===== config.mk =====
export PLATFORM = sky130hd
export DESIGN_NAME = fround
export DESIGN_NICKNAME = d
export VERILOG_FILES = /design/src/rtl/fround.sv
export SDC_FILE = /design/constraint.sdc
export NUM_CORES = 1
export LEC_CHECK = 0
export ABC_AREA = 0
export CORE_MARGIN = 4
export CORE_UTILIZATION = 58
export DETAILED_ROUTE_END_ITERATION = 10
export PLACE_DENSITY = 0.85
export SLEW_MARGIN = 20
export SYNTH_ARGS = -nofsm -noshare
export SYNTH_HDL_FRONTEND = slang
export SYNTH_SLANG_ARGS = --single-unit

===== constraint.sdc =====
create_clock -name clk -period 4.2 [get_ports clk]
set_clock_uncertainty 0.2 [all_clocks]
set_input_delay 0.42 -clock clk [delete_from_list [all_inputs] [get_ports clk]]
set_output_delay 0.42 -clock clk [all_outputs]
set_load 0.02 [all_outputs]

===== src/rtl/fround.sv =====
// Two-stage pipelined rounding of an IEEE-754 single to an integral-valued single.
// Stage 1 decodes and resolves special cases; stage 2 adds the increment and renormalises.
module fround (
  input  logic        clk,
  input  logic        rstn,
  input  logic [31:0] x,
  input  logic [1:0]  mode,
  input  logic        in_valid,
  output logic        in_ready,
  output logic [31:0] y,
  output logic        out_valid,
  input  logic        out_ready
);

  localparam logic [1:0] MODE_RNE   = 2'b00;
  localparam logic [1:0] MODE_TRUNC = 2'b01;
  localparam logic [1:0] MODE_FLOOR = 2'b10;
  localparam logic [1:0] MODE_CEIL  = 2'b11;

  logic        v1_q, v2_q;
  logic        s1_q, s1_d;
  logic [7:0]  e1_q, e1_d;
  logic [23:0] base1_q, base1_d;
  logic [23:0] inc1_q, inc1_d;
  logic        byp1_q, byp1_d;
  logic [31:0] bypv1_q, bypv1_d;
  logic [31:0] y_q, y_d;

  logic        sgn;
  logic [7:0]  ex;
  logic [23:0] sig;
  logic [4:0]  fsh;
  logic [23:0] mask;
  logic        intLsb, rbit, sticky, fracNz, inc;
  logic [24:0] sum;
  logic        ld1, ld2;

  assign ld2      = v1_q & (~v2_q | out_ready);
  assign in_ready = ~v1_q | ~v2_q | out_ready;
  assign ld1      = in_valid & in_ready;

  // Fraction-bit count 150-e reduced mod 32; only meaningful for 127 <= e <= 149.
  always_comb begin
    sgn    = x[31];
    ex     = x[30:23];
    sig    = {1'b1, x[22:0]};
    fsh    = 5'd22 - ex[4:0];
    mask   = (24'd1 << fsh) - 24'd1;
    intLsb = sig[fsh];
    rbit   = sig[fsh - 5'd1];
    sticky = |(sig & (mask >> 1));
    fracNz = rbit | sticky;
    case (mode)
      MODE_RNE:   inc = rbit & (sticky | intLsb);
      MODE_TRUNC: inc = 1'b0;
      MODE_FLOOR: inc = sgn & fracNz;
      default:    inc = ~sgn & fracNz;
    endcase
    s1_d    = sgn;
    e1_d    = ex;
    base1_d = sig & ~mask;
    inc1_d  = inc ? (24'd1 << fsh) : 24'd0;
    byp1_d  = 1'b1;
    bypv1_d = x;
    if (ex == 8'd0) begin
      bypv1_d = {sgn, 31'b0};
    end else if (ex >= 8'd150) begin
      bypv1_d = x;
    end else if (ex <= 8'd126) begin
      // Magnitude below one: result is a signed zero or a signed one.
      case (mode)
        MODE_RNE:   bypv1_d = (ex == 8'd126 && x[22:0] != 23'd0) ? {sgn, 31'h3F800000} : {sgn, 31'b0};
        MODE_TRUNC: bypv1_d = {sgn, 31'b0};
        MODE_FLOOR: bypv1_d = sgn ? 32'hBF800000 : 32'h00000000;
        MODE_CEIL:  bypv1_d = sgn ? 32'h80000000 : 32'h3F800000;
        default:    bypv1_d = {sgn, 31'b0};
      endcase
    end else begin
      byp1_d = 1'b0;
    end
  end

  // A carry out of bit 23 means sum is exactly 2^24, so shifting right leaves a zero mantissa.
  always_comb begin
    sum = {1'b0, base1_q} + {1'b0, inc1_q};
    if (byp1_q) begin
      y_d = bypv1_q;
    end else begin
      y_d = {s1_q, e1_q + {7'd0, sum[24]}, sum[24] ? sum[23:1] : sum[22:0]};
    end
  end

  always_ff @(posedge clk or negedge rstn) begin
    if (!rstn) begin
      v1_q    <= 1'b0;
      s1_q    <= 1'b0;
      e1_q    <= 8'd0;
      base1_q <= 24'd0;
      inc1_q  <= 24'd0;
      byp1_q  <= 1'b0;
      bypv1_q <= 32'd0;
    end else begin
      if (ld1) begin
        v1_q    <= 1'b1;
        s1_q    <= s1_d;
        e1_q    <= e1_d;
        base1_q <= base1_d;
        inc1_q  <= inc1_d;
        byp1_q  <= byp1_d;
        bypv1_q <= bypv1_d;
      end else if (ld2) begin
        v1_q <= 1'b0;
      end
    end
  end

  always_ff @(posedge clk or negedge rstn) begin
    if (!rstn) begin
      v2_q <= 1'b0;
      y_q  <= 32'd0;
    end else begin
      if (ld2) begin
        v2_q <= 1'b1;
        y_q  <= y_d;
      end else if (out_ready) begin
        v2_q <= 1'b0;
      end
    end
  end

  assign y         = y_q;
  assign out_valid = v2_q;

endmodule


== Word-level counts from Yosys, hierarchy flattened ==
Index checks and enable logic that the tools add are counted.

* Bits in registers: 124
* Bits of input ports: 38
* Output and inout port bits: 34
* Logic and storage cells: 68

* $add $sub $neg: 5
* Order comparisons: 4
* Eq/ne operators: 4
* Shift operators: 1
* Mux-type cells: 22
* Bitwise operators: 16
* Reductions and logical operators: 7

{| class="wikitable"
|+ Operators by type and width
! cell !! number
|-
| 32-bit 2-to-1 mux || 6
|-
| 32-bit one-hot mux with 4 select lines || 1
|-
| 30-bit 2-to-1 mux || 1
|-
| 24-bit by 24-bit adder with 25-bit output || 1
|-
| 24-bit by 23-bit AND with 24-bit output || 1
|-
| 24-bit AND || 1
|-
| 24-bit 2-to-1 mux || 1
|-
| 24-bit NOT || 1
|-
| 24-bit OR reduction || 1
|-
| 1-bit by 5-bit left shift with 24-bit output, first input constant || 1
|-
| 24-bit by 1-bit subtractor with 24-bit output, second input constant || 1
|-
| 23-bit 2-to-1 mux || 1
|-
| 23-bit nonzero test || 1
|-
| 5-bit by 6-bit less-than comparator with 1-bit output, second input constant || 2
|-
| 1-bit binary-select mux with 5-bit select || 2
|-
| 1-bit 2-to-1 mux || 9
|-
| 8-bit by 1-bit adder with 8-bit output || 1
|-
| 8-bit by 7-bit == test with 1-bit output, second input constant || 1
|-
| 8-bit greater-or-equal comparator, second input constant || 1
|-
| 8-bit by 7-bit <= comparator with 1-bit output, second input constant || 1
|-
| 8-bit logical NOT || 1
|-
| 1-bit AND || 5
|-
| 1-bit OR || 5
|-
| 5-bit by 1-bit subtractor with 5-bit output, second input constant || 1
|-
| other kinds (8) || 12
|}

== Depth between registers and ports, before layout ==
Gate-level depths: netlist of the first run.

* Depth in word-level cells: 9
* Gate-level depth with buffers: 17
* Mapped depth without buffers: 16

== Worst setup path after synthesis of the first run ==
Ideal clock, no wire load.

* Path type: input to register
* Start point: in x[23]
* End point: reg inc1_q[14]
* Setup time: 0.136 ns
* Arrival: 3.621 ns
* Data required time: 3.864 ns
* Setup slack: 0.243 ns
* Stages: 12
* Path buffers: 2
* Path through: ha_1 -> xor2_1 -> clkbuf_1 -> nand3_1 -> ha_1 -> nand4b_1 -> o21ai_0 -> or4b_1 -> or4_1 -> nor4_4 -> buf_6 -> o41ai_1

* Word-level cells in the longest chain between the ends: 9
* Elaborated cells between the ends (all ways): 17
* Those cells by class: add/sub (3); shift (1); mux (6); bitwise (6); reduce/logical (1)

{| class="wikitable"
|+ Ends and longest elaborated chain
! element !! RTL line !! source
|-
| start: declaration || 6 || <nowiki>input logic [31:0] x,</nowiki>
|-
| 5-bit subtractor * || 47 || <nowiki>fsh = 5'd22 - ex[4:0];</nowiki>
|-
| 1-bit by 5-bit left shift with 24-bit output || 48, 62 ||
|-
| 24-bit by 1-bit subtractor with 24-bit output || 48 || <nowiki>mask = (24'd1 << fsh) - 24'd1;</nowiki>
|-
| 24-bit by 23-bit AND with 24-bit output || 51 || <nowiki>sticky = |(sig & (mask >> 1));</nowiki>
|-
| 24-bit OR reduction || 51 ||
|-
| 1-bit OR, on equally long branches || 52, 54 ||
|-
| 1-bit AND, on equally long branches || 57, 54, 56 ||
|-
| 1-bit one-hot mux with 3 select lines || 53 || <nowiki>case (mode)</nowiki>
|-
| 24-bit 2-to-1 mux * || 62 || <nowiki>inc1_d = inc ? (24'd1 << fsh) : 24'd0;</nowiki>
|-
| end signal: assignment || 108 || <nowiki>inc1_q <= inc1_d;</nowiki>
|-
| end: declaration || 24 || <nowiki>logic [23:0] inc1_q, inc1_d;</nowiki>
|}

Mark *: on every way between the ends. The rest lies on a longest branch, timed or not. The select of a mux whose other input is x is not followed.
A chain may end at the register's enable or synchronous reset.

== Worst setup path after layout of the first run ==
* Start point: in x[23]
* End point: reg inc1_q[0]

Same word-level chain as after synthesis.

==> results.md, run 1 <==
- Status: completed
- Detail Route Antenna Nets: 0
- Period utilisation layout: 95.2%
- Worst R2R Start: inc1_q[0]$_DFFE_PN0P_
- R2R cell count: 16
- # rows: 42
- Chip Height: 126 um
- Core area: 13400 sq um
- Post-synth EDFFs: 0
- Avg WL per Cell: 22.0 um
- Peak supply drop: 0.301 mV
- Count of cell types in the netlist: 73
- Setup violations, final: 0
- Overall Power: 4.17 mW
- Fmax: 250 MHz
- Crit Path Class: primary input to flop
- Global placement routability congestion: 0.982
- Worst Path Required: 4.27 ns
- GRT overflow: 0
- Sequential fraction of the synthesis area: 38.6%
- Switching Share: 31.4%
- Leading area contributor after synthesis: dfrtp_1
- Drt first pass iters: 9
- Routed via count: 8294
- Initial DRC count: 1233
- Avg Inst Size Synth: 8.76 sq um
- Crit-path slowest cell: or4_1
- Worst slew margin: 40.1%
- Top-level I/O count: 72
- Crit Reg-Reg Endpoint: y[28]$_DFFE_PN0P_
- Arr. time, crit path: 4.07 ns
- Fin area: 10100 sq um
- Cell Chain, Critical Path: clkdlybuf4s50_1, buf_4, ha_1, or3_4, a21oi_1, o21ai_0, a222oi_1, or4b_1, or4_1, nor4_4, buf_4, o41ai_1
- Reg-to-reg setup timing slack: 0.34 ns
- YS warnings: 0
- Clock buffer depth: 2
- Post-Syn Nets: 992
- Pwr dens: 411 nW/um^2
- Post-synth top flop: dfrtp_1
- Mapped cell area: 8040 sq um
- Slew @ Worst Pin: 0.895 ns
- Die Wd: 126 um
- PortBufs: 71
- Sw Pwr: 1.31 mW
- Syn Inst Count: 918
- Crit-path max FO: 11
- Clock Power Share: 37.9%
- Clock slew at reported path FFs: 0.06 ns
- First-pass GRT wire length: 42500 um
- Vias in the first global route: 7852
- Initial antenna violation count: 0
- H-tree depth: 4
- CTS Buf Count: 17
- Initial Utilization: 60.0%
- Clock sink count: 124
- Final WL: 27100 um
- Unrepaired setup endpoints after global routing: false
- Dpl cell area: 9460 sq um
- Placed wire-length estimate: 18900 um
- CP Launch Type: primary input
- Fraction of final layout cells with drive strength greater than 1: 13.9%
- Area share of the largest cell type after synthesis: 38.6%
- Min cycle time layout: 4.00 ns
- CP endpoint: inc1_q[0]$_DFFE_PN0P_
- Combinational power share: 27.3%
- Leakage dissipation: 4.60 nW
- Asr flop ratio synth: 100%
- DRC: 0
- Nets: 1116
- Vias per cell: 6.74
- Max stage delay on crit path: 0.56 ns
- TritonCTS clock tree: yes
- Clk Latency, worst-skew pair: 0.43 ns
- GRT Total Usage: 33.8%
- Ranking of synthesized cells by area: dfrtp_1 39%, nand2_1 7.9%, ha_1 5.4%
- Pint: 2.86 mW
- Endpoints failing hold: 0
- CP Capture Type: flop
- WHS Path Cells: 2
- Seq cells post-synth: 124
- Crit path top cell by count: buf_4
- Synth top cells by count: 169 x nand2_1, 124 x dfrtp_1, 84 x o21ai_0
- Largest net degree at the start of global routing: 64
- Ant. Diodes: 0
- Die Footprint: 15800 sq um
- Reg power frac: 34.7%
- Worst hold path type: flop to flop
- Max Cap Viol: 0
- Count leader, synth: nand2_1
- Area Overhead vs Synth: 26.0%
- Crit path from: x[23]
- Fin. max-slew vios: 0
- Clock Tree Root: clkbuf_16
-- cells in the final DEF, fill, tap and decap left out, types with 5 or more instances in the layout --
master / Yosys / layout
nand2_1: 169 / 168
dfrtp_1: 124 / 124
o21ai_0: 84 / 84
buf_4: 1 / 83
clkdlybuf4s50_1: 0 / 69
a21oi_1: 58 / 58
nor2_1: 56 / 56
ha_1: 35 / 34
nand3_1: 27 / 27
a22o_1: 25 / 25
o41ai_1: 26 / 24
xnor2_1: 19 / 19
inv_1: 17 / 17
clkbuf_16: 0 / 17
xor2_1: 13 / 13
mux2i_1: 13 / 13
o21ai_1: 14 / 13
mux4_2: 12 / 12
and3_1: 11 / 11
a21o_1: 11 / 11
o31ai_1: 11 / 11
nand2b_1: 10 / 10
or3_1: 9 / 8
and2_1: 8 / 8
a31oi_1: 8 / 8
a211oi_1: 8 / 8
nand4_1: 7 / 7
o211ai_1: 6 / 6
nor3_1: 8 / 6
nor4_1: 6 / 6
nor2b_1: 5 / 5
o21a_1: 5 / 5
a21boi_0: 5 / 5
-- power groups by stage --
stage / sequential, mW / combinational (mW) / clock, mW
global route: 1.46 / 1.21 / 1.62
detailed placement: 1.46 / 1.09 / 0
finish: 1.45 / 1.14 / 1.58
CTS: 1.45 / 1.12 / 1.57
global placement: 1.45 / 1.07 / 0
floorplan: 1.52 / 0.514 / 0
-- logic make-up (layout without fill, tap and decap cells) --
| kind of cell | after synthesis | after routing | share of synthesized area [%] |
|---|---|---|---|
| AOI/OAI and AO/OA | 294 | 294 | 23.9 |
| adders and majority gates | 36 | 36 | 5.69 |
| DFF | 124 | 124 | 38.6 |
| buffers and inverters | 72 | 209 | 3.66 |
| muxes | 25 | 25 | 4.98 |
| xor gates and xnor gates | 34 | 34 | 4.12 |
| and+or+nand+nor | 333 | 333 | 19.1 |
-- through the flow --
| step | hold slack (ns) | setup TNS (ns) | utilization, % | std cells | setup slack [ns] |
|---|---|---|---|---|---|
| final | 0.277 | 0 | 75.6 | 1231 | 0.201 |
| after global routing | 0.302 | 0 | 75.6 | 1231 | 0.0501 |
| after CTS | 0.280 | 0 | 75.3 | 1231 | 0.132 |
| after detailed placement | 0.267 | -5.91 | 70.6 | 1198 | -0.266 |
| after global placement | 0.258 | -4.99 | 70.6 | 1198 | -0.224 |
| after floorplan | -0.0756 | 0 | - | 918 | 0.243 |
-- final cells by class --
type | count | area (sq um)
inverter | 19 | 71.3
tap | 176 | 220
clock inverter | 10 | 164
sequential | 124 | 3100
fill | 919 | 3270
clock buffer | 22 | 464
timing repair buffer | 158 | 1420
multi-input combinational | 722 | 4700
-- worst max-delay path: cells and delay by family --
family,cells,cell delay (ns)
AOI/OAI and AO/OA,4,0.72
adders and majority gates,1,0.21
and+or+nand+nor,4,1.77
buffers and inverters,3,0.94
-- worst min path at each step --
stage / start / end / slack [ns]
after floorplan: rstn / base1_q[0]$_DFFE_PN0P_ / -0.08
after global placement: base1_q[2]$_DFFE_PN0P_ / base1_q[2]$_DFFE_PN0P_ / 0.26
after global routing: y[29]$_DFFE_PN0P_ / y[29]$_DFFE_PN0P_ / 0.30
after CTS: bypv1_q[30]$_DFFE_PN0P_ / bypv1_q[30]$_DFFE_PN0P_ / 0.28
final: y[12]$_DFFE_PN0P_ / y[12]$_DFFE_PN0P_ / 0.28
after detailed placement: bypv1_q[30]$_DFFE_PN0P_ / bypv1_q[30]$_DFFE_PN0P_ / 0.27
-- repair_timing --
| item | in CTS | in global routing |
|---|---|---|
| hold endpoints to repair | 62 | 0 |
| setup endpoints to repair | 0 | 24 |
| gates resized for setup | 0 | 7 |
| hold buffers | 1 | 0 |
| setup buffers | 0 | 0 |
-- metal layers --
metal	track usage (%)	up-vias	share of wire, %
met3	8.21	147	11
met1	44.9	3891	38
met2	52.2	632	45
met4	16.9	0	5.7
met5	0	-	0
li1	-	3624	-
-- flip-flops by register name (all words and copies together) (netlist names) --
signal     cells
out_valid      1
v1_q           1
inc1_q        24
e1_q           8
s1_q           1
y             32
bypv1_q       32
byp1_q         1
base1_q       24
No activity file was read; power rests on OpenSTA's default activity.
==> inputs of run 2 (changes only) <==
- CORE_MARGIN: 4 -> 2
==> results.md, run 2 (synthesis results as in run 1) <==
- Clock buffer depth: 2 (unchanged)
- Clock slew at reported path FFs: 0.06 ns (about the same)
- Period utilisation layout: 96.3% (+1.0 points)
- CTS Buf Count: 17 (unchanged)
- Final design utilization: 73.9% (-1.7 points)
- Detail Route Antenna Nets: 0 (unchanged)
- Sw Pwr: 1.29 mW (-1.3%)
- Routed via count: 8239 (-0.66%)
- FF+latch area: 3100 sq um (unchanged)
- Switching Share: 32.8% (+1.4 points)
- Die Wd: 122 um (-3.2%)
- H-tree depth: 4 (unchanged)
- Pint: 2.65 mW (-7.4%)
- Top-level I/O count: 72 (unchanged)
- Drt first pass iters: 7 (-2)
- Min cycle time layout: 4.04 ns (+0.0437 ns)
- CP Launch Type: primary input
- CP endpoint: inc1_q[10]$_DFFE_PN0P_
- Core area: 13700 sq um (+2.4%)
- Worst slew margin: 41.0% (+0.83 points)
- Multi-input combinational cell area: 4700 sq um (+0.13%)
- Worst hold path type: flop to flop
- CP Capture Type: flop
- Max stage delay on crit path: 0.57 ns (about the same)
- Largest net degree at the start of global routing: 64 (unchanged)
- Global placement routability congestion: 0.988 (+0.60%)
- Nets: 1129 (+1.2%)
- Avg WL per Cell: 21.7 um (-1.2%)
- Fin. max-slew vios: 0 (unchanged)
- Clock Tree Root: clkbuf_16
- Slew @ Worst Pin: 0.882 ns (-0.0124 ns)
- Die Footprint: 14800 sq um (-6.3%)
- First-pass GRT wire length: 41900 um (-1.4%)
- Setup violations, final: 0 (unchanged)
- Vias per cell: 6.60 (-2.0%)
- Unrepaired setup endpoints after global routing: false
- Crit path from: x[23]
- Leakage dissipation: 4.62 nW (+0.51%)
- Initial DRC count: 1066 (-14%)
- Vias in the first global route: 7761 (-1.2%)
- Fillers: 978 (+6.4%)
- Crit Path Class: primary input to flop
- Most frequent cells in the layout: 168 x nand2_1, 124 x dfrtp_1, 96 x buf_4
- Status: completed
- # rows: 43 (+2.4%)
- Crit Reg-Reg Endpoint: y[27]$_DFFE_PN0P_
- Peak supply drop: 0.271 mV (-10%)
- Final WL: 27100 um (+0.20%)
- Final hold slack: 0.273 ns (-0.00355 ns)
- R2R cell count: 16 (unchanged)
- Crit-path max FO: 10 (-1)
- PortBufs: 71 (unchanged)
- GRT overflow: 0 (unchanged)
- DRC: 0 (unchanged)
- Crit path top cell by count: buf_4
- Clk Latency, worst-skew pair: 0.42 ns (about the same)
- Crit-path slowest cell: or4_1
- Area Overhead vs Synth: 26.1% (about the same)
- TritonCTS clock tree: yes
- Fraction of final layout cells with drive strength greater than 1: 15.1% (+1.1 points)
- Reg power frac: 36.6% (+1.9 points)
- Worst R2R Start: inc1_q[0]$_DFFE_PN0P_
- Arr. time, crit path: 4.14 ns (+0.07 ns)
- Reg-to-reg setup timing slack: 0.36 ns (+0.02 ns)
- Initial Utilization: 58.6% (-1.4 points)
- Ant. Diodes: 0 (unchanged)
- Chip Height: 122 um (-3.2%)
- Max Cap Viol: 0 (unchanged)
- Endpoints failing hold: 0 (unchanged)
- Cell Chain, Critical Path: clkdlybuf4s50_1, buf_4, ha_1, or3_1, a21oi_1, o21ai_0, a222oi_1, or4b_1, or4_1, nor4_4, buf_4, o41ai_1
- Pwr dens: 388 nW/um^2 (-5.6%)
- Clock Power Share: 34.0% (-3.9 points)
- Fmax: 247 MHz (-1.1%)
- Placed wire-length estimate: 19500 um (+3.2%)
- Clock sink count: 124 (unchanged)
- Combinational power share: 29.4% (+2.1 points)
- Leading cell type in the layout, fill and taps excluded: nand2_1
- GRT Total Usage: 37.3% (+3.5 points)
- Setup bufs post-CTS: 0 (unchanged)
- Initial antenna violation count: 0 (unchanged)
- Worst Path Required: 4.30 ns (+0.03 ns)
## run 2: cell types whose count changed in the layout (fill, tap and decap cells not counted), moves of 2 or more
cell and delta:
clkinvlp_4 +2, bufinv_16 -3, o41ai_2 +2, o41ai_1 -2
buf_4 +13, clkinv_2 +4, clkbuf_8 -2
## run 2: routing by layer
layer / global-route usage (%) / part of all wire, % / up-vias
li1: - / - / 3645
met1: 47.9 / 38 / 3925
met2: 55.7 / 44 / 535
met3: 11.4 / 11 / 134
met4: 22.4 / 6.6 / 0
met5: 0 / 0 / -
## run 2: through the flow
step	cell area, sq um	setup slack [ns]	power (mW)	setup TNS [ns]	std cells
after floorplan	8040	0.243	2.04	0	918
after global placement	9550	-0.266	2.55	-6.00	1215
after detailed placement	9550	-0.378	2.57	-8.08	1215
after CTS	10100	0.0444	3.91	0	1248
after global routing	10100	0.00665	4.09	0	1248
final	10100	0.157	3.94	0	1248
## run 2: how the worst min path moves through the flow
stage / depth (start not counted) / to / slack (ns) / start
after CTS: 2 / y[27]$_DFFE_PN0P_ / 0.28 / y[27]$_DFFE_PN0P_
after detailed placement: 2 / y[26]$_DFFE_PN0P_ / 0.27 / y[26]$_DFFE_PN0P_
after global placement: 2 / s1_q$_DFFE_PN0P_ / 0.26 / s1_q$_DFFE_PN0P_
final: 2 / y[26]$_DFFE_PN0P_ / 0.27 / y[26]$_DFFE_PN0P_
after floorplan: 0 / base1_q[0]$_DFFE_PN0P_ / -0.08 / rstn
after global routing: 2 / y[26]$_DFFE_PN0P_ / 0.30 / y[26]$_DFFE_PN0P_
## run 2: what timing repair did
action,CTS,global route
resized for setup,0,10
endpoints found under the setup margin,0,24
hold buffers,1,0
endpoints found under the hold margin,62,0
## run 2: power by group through the flow
stage / Sequential, mW / Clock, mW / Combinational (mW)
finish: 1.44 / 1.34 / 1.16
global route: 1.46 / 1.39 / 1.24
CTS: 1.44 / 1.34 / 1.13
detailed placement: 1.46 / 0 / 1.11
global placement: 1.45 / 0 / 1.10
floorplan: 1.52 / 0 / 0.514
## run 2: final cells by class
type                    instances  share of cell area (%)
clock inverters                12                   0.987
repair buffers                171                    14.8
well taps                     180                    2.22
flip-flops and latches        124                    30.6
clock buffers                  20                    4.30
inverters                      19                   0.703
multi-input cells             722                    46.4
## run 2: worst max-delay path: cells and delay by family
family / cells / cell delay (ns)
and+or+nand+nor: 4 / 1.80
adders and majority gates: 1 / 0.21
AOI/OAI and AO/OA: 4 / 0.84
buffers and inverters: 3 / 0.86
==> inputs of run 3 (changes only) <==
- CAP_MARGIN: not set -> 20
- CORE_ASPECT_RATIO: not set -> 0.75
- CTS_CLUSTER_DIAMETER: not set -> 30
==> results.md, run 3 (synthesis results as in run 1) <==
- Ant. Diodes: 0 (unchanged)
- Avg WL per Cell: 22.3 um (+2.4%)
- TritonCTS clock tree: yes
- Detail Route Antenna Nets: 0 (unchanged)
- Sw Pwr: 1.37 mW (+6.2%)
- Initial antenna violation count: 0 (unchanged)
- Clock buffer depth: 2 (unchanged)
- Initial DRC count: 1068 (+0.19%)
- GRT Total Usage: 36.8% (-0.55 points)
- Arr. time, crit path: 4.17 ns (+0.03 ns)
- Pwr dens: 403 nW/um^2 (+3.7%)
- Clock Tree Root: clkbuf_16
- Peak supply drop: 0.454 mV (+68%)
- Crit-path max FO: 23 (+13)
- First-pass GRT wire length: 42300 um (+1.0%)
- Global placement routability congestion: 1.02 (+3.4%)
- Area Overhead vs Synth: 25.1%
- CTS Buf Count: 17 (unchanged)
- Fmax: 245 MHz (-0.93%)
- Routed via count: 8203 (-0.44%)
- Combinational power share: 28.0% (-1.4 points)
- Core area: 13600 sq um (-0.79%)
- # rows: 37 (-14%)
- Max stage delay on crit path: 0.57 ns (about the same)
- CP Capture Type: flop
- Setup bufs post-CTS: 0 (unchanged)
- Fillers: 1015 (+3.8%)
- Leakage dissipation: 4.55 nW (-1.5%)
- Die Footprint: 14800 sq um (about the same)
- Final design utilization: 74.0% (about the same)
- Fin. max-slew vios: 0 (unchanged)
- Clk Latency, worst-skew pair: 0.42 ns (about the same)
- Fraction of final layout cells with drive strength greater than 1: 14.0% (-1.1 points)
- Reg power frac: 35.7% (-0.9 points)
- Period utilisation layout: 97.2% (+0.91 points)
- Dpl cell area: 9420 sq um (-1.4%)
- Status: completed
- Clock sink count: 124 (unchanged)
- CP Launch Type: primary input
- Worst hold path type: flop to flop
- Cell Chain, Critical Path: clkdlybuf4s50_1, buf_4, ha_1, or2b_4, a21boi_4, nor3_4, nand3_1, ha_1, nand4b_1, o21ai_0, or4b_1, or4_1, nor4_4, buf_12, o41ai_1
- Min cycle time layout: 4.08 ns (+0.0381 ns)
- Die Wd: 140 um (+15%)
- Worst Path Required: 4.29 ns (about the same)
- DRC: 0 (unchanged)
- Final setup margin: 0.119 ns (-0.0381 ns)
- H-tree depth: 4 (unchanged)
- FF+latch area: 3100 sq um (unchanged)
- Endpoints failing hold: 0 (unchanged)
- Worst slew margin: 51.2% (+10 points)
- Final WL: 27300 um (+0.49%)
- Dpl ws: -0.269 ns (+0.109 ns)
- Slew @ Worst Pin: 0.723 ns (-0.160 ns)
- Drt first pass iters: 7 (unchanged)
- Reg-to-reg setup timing slack: 0.44 ns (+0.08 ns)
- Initial Utilization: 59.1% (+0.47 points)
- Multi-input combinational cell area: 4710 sq um (+0.24%)
- Largest delay share family, worst path: simple AND/OR/NAND/NOR gates
- PortBufs: 71 (unchanged)
- Largest net degree at the start of global routing: 125 (+95%)
- Clock slew at reported path FFs: 0.06 ns (about the same)
- Crit path top cell by count: ha_1
- Nets: 1111 (-1.6%)
- Vias per cell: 6.70 (+1.4%)
- Placed wire-length estimate: 19400 um (-0.84%)
- Switching Share: 33.9% (+1.1 points)
- Clock Power Share: 36.3% (+2.3 points)
- Vias in the first global route: 7524 (-3.1%)
- Crit-path slowest cell: or4_1
- Fin area: 10100 sq um (-0.77%)
- GRT overflow: 0 (unchanged)
- Leading cell type in the layout, fill and taps excluded: nand2_1
- Max Cap Viol: 0 (unchanged)
- Setup violations, final: 0 (unchanged)
- Chip Height: 106 um (-13%)
- Crit Path Class: primary input to flop
- Top-level I/O count: 72 (unchanged)
- WP buf/inv: 3 (unchanged)
- Pint: 2.68 mW (+1.3%)
- Most frequent cells in the layout: 168 x nand2_1, 124 x dfrtp_1, 84 x o21ai_0
==> run 3: changes by cell type in the layout (fill, tap and decap cells not counted), moves of 2 or more <==
cell,before,now
clkinv_2,6,1
buf_4,96,78
inv_8,0,2
clkinvlp_4,3,1
o41ai_1,22,24
clkbuf_1,3,0
inv_6,0,8
o41ai_2,4,2
==> run 3: path summary, 6_finish.rpt <==
path,startpoint,depth (start not counted),endpoint
max reg2reg,inc1_q[0]$_DFFE_PN0P_,16,y[30]$_DFFE_PN0P_
min in group asynchronous,rstn,3,y[28]$_DFFE_PN0P_
max,x[24],15,inc1_q[9]$_DFFE_PN0P_
max in group asynchronous,rstn,3,base1_q[14]$_DFFE_PN0P_
min,y[19]$_DFFE_PN0P_,2,y[19]$_DFFE_PN0P_
min reg2reg,y[19]$_DFFE_PN0P_,2,y[19]$_DFFE_PN0P_
==> run 3: repair_timing <==
action / in CTS / in global routing
setup endpoints to repair: 0 / 23
hold endpoints to repair: 124 / 0
resized for setup: 0 / 9
hold buffers: 1 / 0
==> run 3: per-layer routing <==
| metal | wire [um] | part of all wire (%) | track usage, % | vias to the layer above |
|---|---|---|---|---|
| li1 | - | - | - | 3620 |
| met1 | 11300 | 41 | 53.2 | 3923 |
| met2 | 11900 | 44 | 55.1 | 569 |
| met3 | 3110 | 11 | 8.24 | 91 |
| met4 | 985 | 3.6 | 12.6 | 0 |
| met5 | 0 | 0 | 0 | - |
==> run 3: stage by stage <==
stage | hold WS [ns] | std cells | power [mW] | TNS (ns)
floorplan | -0.0756 | 918 | 2.04 | 0
global route | 0.310 | 1225 | 4.19 | -0.0215
detailed placement | 0.267 | 1192 | 2.55 | -6.10
finish | 0.282 | 1225 | 4.05 | 0
CTS | 0.285 | 1225 | 4.01 | 0
global placement | 0.260 | 1192 | 2.52 | -4.33
==> run 3: power by group through the flow <==
stage	clock network (mW)	registers, mW	logic, mW
2_1_floorplan	0	1.52	0.514
3_3_place_gp	0	1.45	1.07
3_5_place_dp	0	1.46	1.09
4_1_cts	1.46	1.44	1.11
5_1_grt	1.53	1.46	1.21
6_report	1.47	1.45	1.14
==> run 3: cell type report <==
type	instances	area share, %
sequential	124	30.8
tap	175	2.18
clock buffer	18	4.36
timing repair buffer	153	13.7
multi-input combinational	722	46.8
inverter	19	0.709
clock inverter	14	1.43
==> run 3: tightest hold or removal path: cells and delay by family (launching register included) <==
family | cells | cell delay (ns)
flip-flops | 1 | 0.34
AND/OR/NAND/NOR | 1 | 0.05
AO/OA/AOI/OAI | 1 | 0.06
